[src/rtl/mem_port_arbiter.sv]
// -----------------------------------------------------------------------------
// mem_port_arbiter
//
// Shares one slow-memory (or L2) port between the I-cache and D-cache
// miss/writeback interfaces. Each cache keeps its own slow_memory-style
// handshake: it holds a read or write request level until it sees a
// one-cycle ready pulse.
//
// Arbitration is fixed D-priority with a starvation guard for I. At most one
// downstream transaction is in flight, and there is always one IDLE cycle
// between transactions. A 10-bit watchdog abandons a grant that never gets a
// ready and raises a sticky timeout flag.
//
// Ports
//   clk, rst_n                     clock (rising edge), async active-low reset
//   mem_read_I / mem_write_I       I-cache request levels
//   mem_addr_I / mem_wdata_I       I-cache line address / write data
//   mem_rdata_I / mem_ready_I      read data / completion pulse to the I-cache
//   mem_*_D                        the same set of ports for the D-cache
//   mem_read / mem_write           downstream request (write wins if both set)
//   mem_addr / mem_wdata           downstream line address / write data
//   mem_rdata / mem_ready          downstream read data / completion pulse
//   timeout_err                    sticky grant-timeout flag, cleared by reset
// -----------------------------------------------------------------------------
module mem_port_arbiter #(
   parameter int ADDR_W       = 28,
   parameter int DATA_W       = 128,
   parameter int MAX_CONSEC_D = 4,
   parameter int TIMEOUT      = 1023
) (
   input  logic              clk,
   input  logic              rst_n,
   // I-cache side
   input  logic              mem_read_I,
   input  logic              mem_write_I,
   input  logic [ADDR_W-1:0] mem_addr_I,
   input  logic [DATA_W-1:0] mem_wdata_I,
   output logic [DATA_W-1:0] mem_rdata_I,
   output logic              mem_ready_I,
   // D-cache side
   input  logic              mem_read_D,
   input  logic              mem_write_D,
   input  logic [ADDR_W-1:0] mem_addr_D,
   input  logic [DATA_W-1:0] mem_wdata_D,
   output logic [DATA_W-1:0] mem_rdata_D,
   output logic              mem_ready_D,
   // downstream memory port
   output logic              mem_read,
   output logic              mem_write,
   output logic [ADDR_W-1:0] mem_addr,
   output logic [DATA_W-1:0] mem_wdata,
   input  logic [DATA_W-1:0] mem_rdata,
   input  logic              mem_ready,
   // status
   output logic              timeout_err
);

   localparam int STREAK_W = $clog2(MAX_CONSEC_D + 1);
   localparam int WD_W     = 10;

   localparam logic [STREAK_W-1:0] STREAK_MAX = STREAK_W'(MAX_CONSEC_D);
   localparam logic [STREAK_W-1:0] STREAK_ONE = STREAK_W'(1'b1);
   localparam logic [WD_W-1:0]     WD_LIMIT   = WD_W'(TIMEOUT);
   localparam logic [WD_W-1:0]     WD_ONE     = WD_W'(1'b1);

   typedef enum logic [1:0] {
      ST_IDLE  = 2'd0,
      ST_GNT_I = 2'd1,
      ST_GNT_D = 2'd2
   } state_t;

   state_t              state_r;
   logic [STREAK_W-1:0] d_streak_r;     // consecutive D grants taken while I waited
   logic [WD_W-1:0]     wd_cnt_r;       // grant cycles spent without a ready
   logic                timeout_err_r;

   logic                req_i_s;
   logic                req_d_s;
   logic                i_starved_s;
   logic                pick_d_s;
   logic                pick_i_s;
   logic                gnt_req_s;      // the granted side still requests
   logic [WD_W-1:0]     wd_next_s;
   logic                wd_expire_s;

   // Request decode and the IDLE-state arbitration decision.
   always_comb begin
      req_i_s     = mem_read_I | mem_write_I;
      req_d_s     = mem_read_D | mem_write_D;
      // D normally wins; once it has taken MAX_CONSEC_D grants in a row
      // while I waited, I gets the next one.
      i_starved_s = req_i_s && (d_streak_r == STREAK_MAX);
      pick_d_s    = req_d_s && !i_starved_s;
      pick_i_s    = req_i_s && !pick_d_s;
   end

   // Status of the current grant: is the owner still asking, and is the
   // watchdog about to run out on this cycle.
   always_comb begin
      gnt_req_s = 1'b0;
      case (state_r)
         ST_GNT_I: gnt_req_s = req_i_s;
         ST_GNT_D: gnt_req_s = req_d_s;
         default:  gnt_req_s = 1'b0;
      endcase
      // wd_cnt_r is 0 in the first grant cycle, so the limit is hit at the
      // end of grant cycle number TIMEOUT.
      wd_next_s   = wd_cnt_r + WD_ONE;
      wd_expire_s = (wd_next_s == WD_LIMIT);
   end

   // Downstream mux and ready routing. Everything is decoded from the
   // registered state, so an async reset zeroes the port immediately.
   always_comb begin
      mem_read    = 1'b0;
      mem_write   = 1'b0;
      mem_addr    = {ADDR_W{1'b0}};
      mem_wdata   = {DATA_W{1'b0}};
      mem_ready_I = 1'b0;
      mem_ready_D = 1'b0;
      case (state_r)
         ST_GNT_I: begin
            // A write+read request is forwarded as a write only.
            mem_write   = mem_write_I;
            mem_read    = mem_read_I & ~mem_write_I;
            mem_addr    = mem_addr_I;
            mem_wdata   = mem_wdata_I;
            mem_ready_I = mem_ready;
         end
         ST_GNT_D: begin
            mem_write   = mem_write_D;
            mem_read    = mem_read_D & ~mem_write_D;
            mem_addr    = mem_addr_D;
            mem_wdata   = mem_wdata_D;
            mem_ready_D = mem_ready;
         end
         default: begin
            mem_read    = 1'b0;
            mem_write   = 1'b0;
            mem_addr    = {ADDR_W{1'b0}};
            mem_wdata   = {DATA_W{1'b0}};
            mem_ready_I = 1'b0;
            mem_ready_D = 1'b0;
         end
      endcase
   end

   // Read data goes to both caches; only the ready strobe qualifies it.
   assign mem_rdata_I = mem_rdata;
   assign mem_rdata_D = mem_rdata;
   assign timeout_err = timeout_err_r;

   // Arbiter FSM with the D-streak counter, watchdog and sticky timeout flag.
   always_ff @(posedge clk or negedge rst_n) begin
      if (!rst_n) begin
         state_r       <= ST_IDLE;
         d_streak_r    <= {STREAK_W{1'b0}};
         wd_cnt_r      <= {WD_W{1'b0}};
         timeout_err_r <= 1'b0;
      end else begin
         case (state_r)
            ST_IDLE: begin
               wd_cnt_r <= {WD_W{1'b0}};
               if (pick_d_s) begin
                  state_r <= ST_GNT_D;
                  // The streak only measures how long I has been kept waiting.
                  if (req_i_s) begin
                     if (d_streak_r != STREAK_MAX) begin
                        d_streak_r <= d_streak_r + STREAK_ONE;
                     end else begin
                        d_streak_r <= d_streak_r;
                     end
                  end else begin
                     d_streak_r <= {STREAK_W{1'b0}};
                  end
               end else if (pick_i_s) begin
                  state_r    <= ST_GNT_I;
                  d_streak_r <= {STREAK_W{1'b0}};
               end else begin
                  state_r <= ST_IDLE;
               end
            end
            ST_GNT_I, ST_GNT_D: begin
               // Completion or an abandoned request both end the grant; a
               // ready in the same cycle as expiry counts as completion.
               if (mem_ready || !gnt_req_s) begin
                  state_r  <= ST_IDLE;
                  wd_cnt_r <= {WD_W{1'b0}};
               end else if (wd_expire_s) begin
                  // Drop the stalled grant; normal arbitration retries it.
                  state_r       <= ST_IDLE;
                  wd_cnt_r      <= {WD_W{1'b0}};
                  timeout_err_r <= 1'b1;
               end else begin
                  wd_cnt_r <= wd_next_s;
               end
            end
            default: begin
               state_r  <= ST_IDLE;
               wd_cnt_r <= {WD_W{1'b0}};
            end
         endcase
      end
   end

endmodule

[config.mk]
export PLATFORM = sky130hd
export DESIGN_NAME = mem_port_arbiter
export DESIGN_NICKNAME = d
export VERILOG_FILES = /design/src/rtl/mem_port_arbiter.sv
export SDC_FILE = /design/constraint.sdc
export NUM_CORES = 1
export LEC_CHECK = 0
export CORE_AREA = 2 2 341 343
export DETAILED_ROUTE_END_ITERATION = 8
export DIE_AREA = 0 0 343 345
export PLACE_DENSITY_LB_ADDON = 0.2
export SKIP_LAST_GASP = 1
export SYNTH_ARGS = -nofsm -noshare
export SYNTH_HDL_FRONTEND = slang
export SYNTH_SLANG_ARGS = --single-unit
[constraint.sdc]
create_clock -name clk -period 2.8 [get_ports clk]
set_input_delay 0.84 -clock clk [delete_from_list [all_inputs] [get_ports clk]]
set_output_delay 0.84 -clock clk [all_outputs]
set_load 0.01 [all_outputs]
==> impl_summary.md <==
Clock tree
The clock passes through at most 2 buffers. The clock-pin slew of the registers on the worst-case setup and hold paths is 50 ps. The clock insertion delay at the later pin of the skew report is 250 ps. The total clock sinks is 16. TritonCTS built the clock tree. CTS built an H-tree with a depth of 1. In this run the clock root is driven by a clkbuf_16. The TritonCTS buffer count is 3.

Critical path
The worst path arrival time is 2090 ps. The worst reg-to-reg path cell count is 10. The critical path class is reg -> out. The worst setup path is launched from a flop.

The kind of end point of the critical path is an output pin. The required time at the endpoint of the critical path is 1960 ps. The largest fanout on the critical path is 9.

Timing
Measured against its own limit, the worst slew margin works out to 0.6892. The number of pins exceeding their max-slew limit in the final report is 0. Summed over all failing endpoints, the final setup total negative slack is -1925 ps. The largest clock skew in the final design is 2.119 ps. The hold violation count in the final report is 0. The time the worst path needs with I/O delays and setup is 2928 ps. For the pin with the worst max-slew slack, the measured transition is 464.1 ps.

Setup repair after global routing could not meet its margin everywhere. Derived from the worst setup path, the maximum achievable clock frequency is 341.5 MHz. Across all setup checks in the final design, the least slack found is -128.3 ps.

Setup violations remaining at the end of the flow were counted as 41. In the finished design, the share of the clock period the worst path needs comes to 1.046.

Placed design
The HPWL after detailed placement is 37680 microns. The number of I/O port buffers is 479. OpenSTA, run right after detailed placement, puts the worst setup slack at -513.1 ps. The final weighted congestion of routability-driven global placement is 0.7492.

The cell count after placement is 2514.

Synth
The post-synthesis cell area is 0.005309 sq mm. Dividing the synthesized area by the synthesized cell count gives 7.262 sq um. The share of flip-flops with an asynchronous set or reset after synthesis is 1.000. The number of nets produced by synthesis is 1185. The count of different cell masters after synthesis is 38.

The cell count after synthesis is 731. Of the synthesized area, sequential elements account for 0.07542. The yosys synthesis warning count is 0.

Yosys mapped a number of flops with a built-in enable equal to 0. Among all flip-flop cells after synthesis, the most frequent one is dfrtp_1. The number of storage elements in the synthesis netlist is 16.

Pwr
The internal power component is 0.005444 W. The peak supply drop is 0.2967 mV. Of the total power, the clock network draws 0.031.

The share of total power dissipated in sequential elements is 0.031. The static leakage is 4.459 nW. Of the total power, the share spent switching nets is 0.4391. The combinational cell fraction of total power is 0.937. The areal power density over the cells is 783.3 mW/mm^2. The switching power is 0.004263 W.

Route
The iteration count of the initial detailed-routing pass is 4. The final antenna-violating net count is 0. The detailed-route wire length per cell is 18.30 microns.

In the routed design, unresolved DRC markers number 0. The vias after detailed routing is 6365. In the routed layout, each cell is associated on average with a via count of 2.472. The initial DRC count is 162. After detailed routing, the total wire length is 47130 microns.

Finish
Compared with the post-synthesis result, the final layout area differs by 133.4%. The net count of the finished layout is 1506. The most frequent standard cell in the layout excluding fill and tap cells is clkdlybuf4s50_1.

Measured on the finished design, the core utilization comes to 0.1077. The repair_antennas step left the layout with diodes totalling 0. The library cells used most frequently in the layout, excluding fill and tap cells, are clkdlybuf4s50_1 (314), nor2b_1 (121), buf_4 (101), a22oi_1 (80), a22oi_2 (78).

The finished layout holds 2575 standard cells, fillers aside. In the final layout, the share of cells above drive strength 1 is 0.3901.

Worst hold path
The cell depth of the worst min-delay path is 2. The worst hold path belongs to the class reg -> reg.

GRT
The total overflow left after global routing is 0. The via count of the first global-routing pass is 6822. In the global route stage, overall resource usage came out at 0.07299. The first global-routing pass estimated 59270 microns of wire. The initial antenna violation count is 7. The maximum number of pins on one net before global-route repair is 32.

Outcome
The final reports fail on negative setup slack. The run finished, with violations left.

Die
During I/O placement, the number of pins put on the boundary was 864. Row generation in the floorplan step produced 125 rows. The die is 345 microns tall.

The starting density of the core is 0.04612. After floorplanning, the core was sized to cover 0.1151 sq mm. The horizontal die dimension is 343 microns. The floorplan step defined a die boundary enclosing 0.1183 sq mm.

Flow run
Max-cap violations in this run came to 0.
[registers in the layout, indices dropped and copies added, names as in the netlist]
name and cells:
wd_cnt_r 10, d_streak_r 3, state_r 2, timeout_err 1
[cells in the mapped netlist, types with 2 or more instances]
library cell | n | area (sq um)
a22oi_1 | 158 | 1186
and2_1 | 3 | 18.77
buf_1 | 2 | 7.510
buf_4 | 256 | 1922
clkbuf_1 | 53 | 198.9
dfrtp_1 | 16 | 400.4
ha_1 | 7 | 87.58
inv_1 | 5 | 18.77
mux2i_1 | 2 | 20.02
nand2_1 | 16 | 60.06
nand2b_1 | 2 | 12.51
nand3_1 | 7 | 35.03
nor2_1 | 13 | 48.80
nor2b_1 | 158 | 988.5
o21ai_0 | 2 | 10.01
o41ai_2 | 2 | 32.53
or2_2 | 2 | 12.51
xnor2_1 | 3 | 26.28
xor2_1 | 5 | 43.79
[cell families (layout without fill, tap and decap cells)]
| kind of cell | count (synthesis) | after routing | synth area share |
|---|---|---|---|
| buffers and inverters | 316 | 636 | 0.4044 |
| and+or+nand+nor | 212 | 212 | 0.2404 |
| AOI/OAI and AO/OA | 170 | 170 | 0.2463 |
| DFF | 16 | 16 | 0.07542 |
| xor gates and xnor gates | 8 | 8 | 0.01320 |
| adders and majority gates | 7 | 7 | 0.01650 |
| muxes | 2 | 2 | 0.003771 |
[per-stage QoR]
| step | instance area, sq um | hold slack (ps) | power (W) |
|---|---|---|---|
| after floorplan | 5309 | 467.4 | 0.003323 |
| after global placement | 10920 | 486.9 | 0.007693 |
| after detailed placement | 10920 | 515.3 | 0.007673 |
| after CTS | 12100 | 526.9 | 0.009859 |
| after global routing | 12390 | 555.1 | 0.01050 |
| final | 12390 | 512.0 | 0.009707 |
[worst paths after layout]
kind | from | to | slack [ps]
min in group asynchronous | rst_n | d_streak_r[2] | 940
hold / removal | d_streak_r[0] | d_streak_r[0] | 510
setup / recovery | state_r[0] | mem_wdata[126] | -130
hold reg to reg | d_streak_r[0] | d_streak_r[0] | 510
max in group asynchronous | rst_n | wd_cnt_r[8] | 1660
setup reg to reg | state_r[1] | state_r[0] | 490
[power by group through the flow]
stage	sequential (W)	clock [W]	combinational, W
after global placement	0.000298	0	0.00739
after global routing	0.000309	0.000332	0.00986
after CTS	0.000301	0.000318	0.00924
after detailed placement	0.000300	0	0.00737
final	0.000302	0.000305	0.00910
after floorplan	0.000293	0	0.00303
[routing by layer]
layer	vias to the layer above	global-route usage	wire length (microns)
li1	2898	-	-
met1	2904	0.08031	17840
met2	454	0.1220	22010
met3	107	0.03869	6166
met4	2	0.01863	1098
met5	-	0	13
[layout make-up]
class / instances / area (sq um)
inverters: 5 / 18.77
clock buffers: 4 / 88.84
repair buffers: 627 / 6611
flip-flops and latches: 16 / 400.4
multi-input cells: 399 / 3366
fillers: 13350 / 102700
well taps: 1524 / 1907
[worst max-delay path, cell delays in order (launching register included)]
cell	delay, ps
dfrtp_1	390
buf_6	130
ha_4	190
buf_4	150
buf_12	130
buf_16	140
buf_4	170
a22oi_1	170
nor2b_1	70
buf_4	160
buf_12	120
[timing repair]
action,CTS,global route
resized for setup,356,174
buffers inserted,40,22
cloned,11,3
pin swaps,24,28
hold buffers,0,0
setup endpoints to repair,149,126
Note: power is estimated with default switching activity, not from simulation.
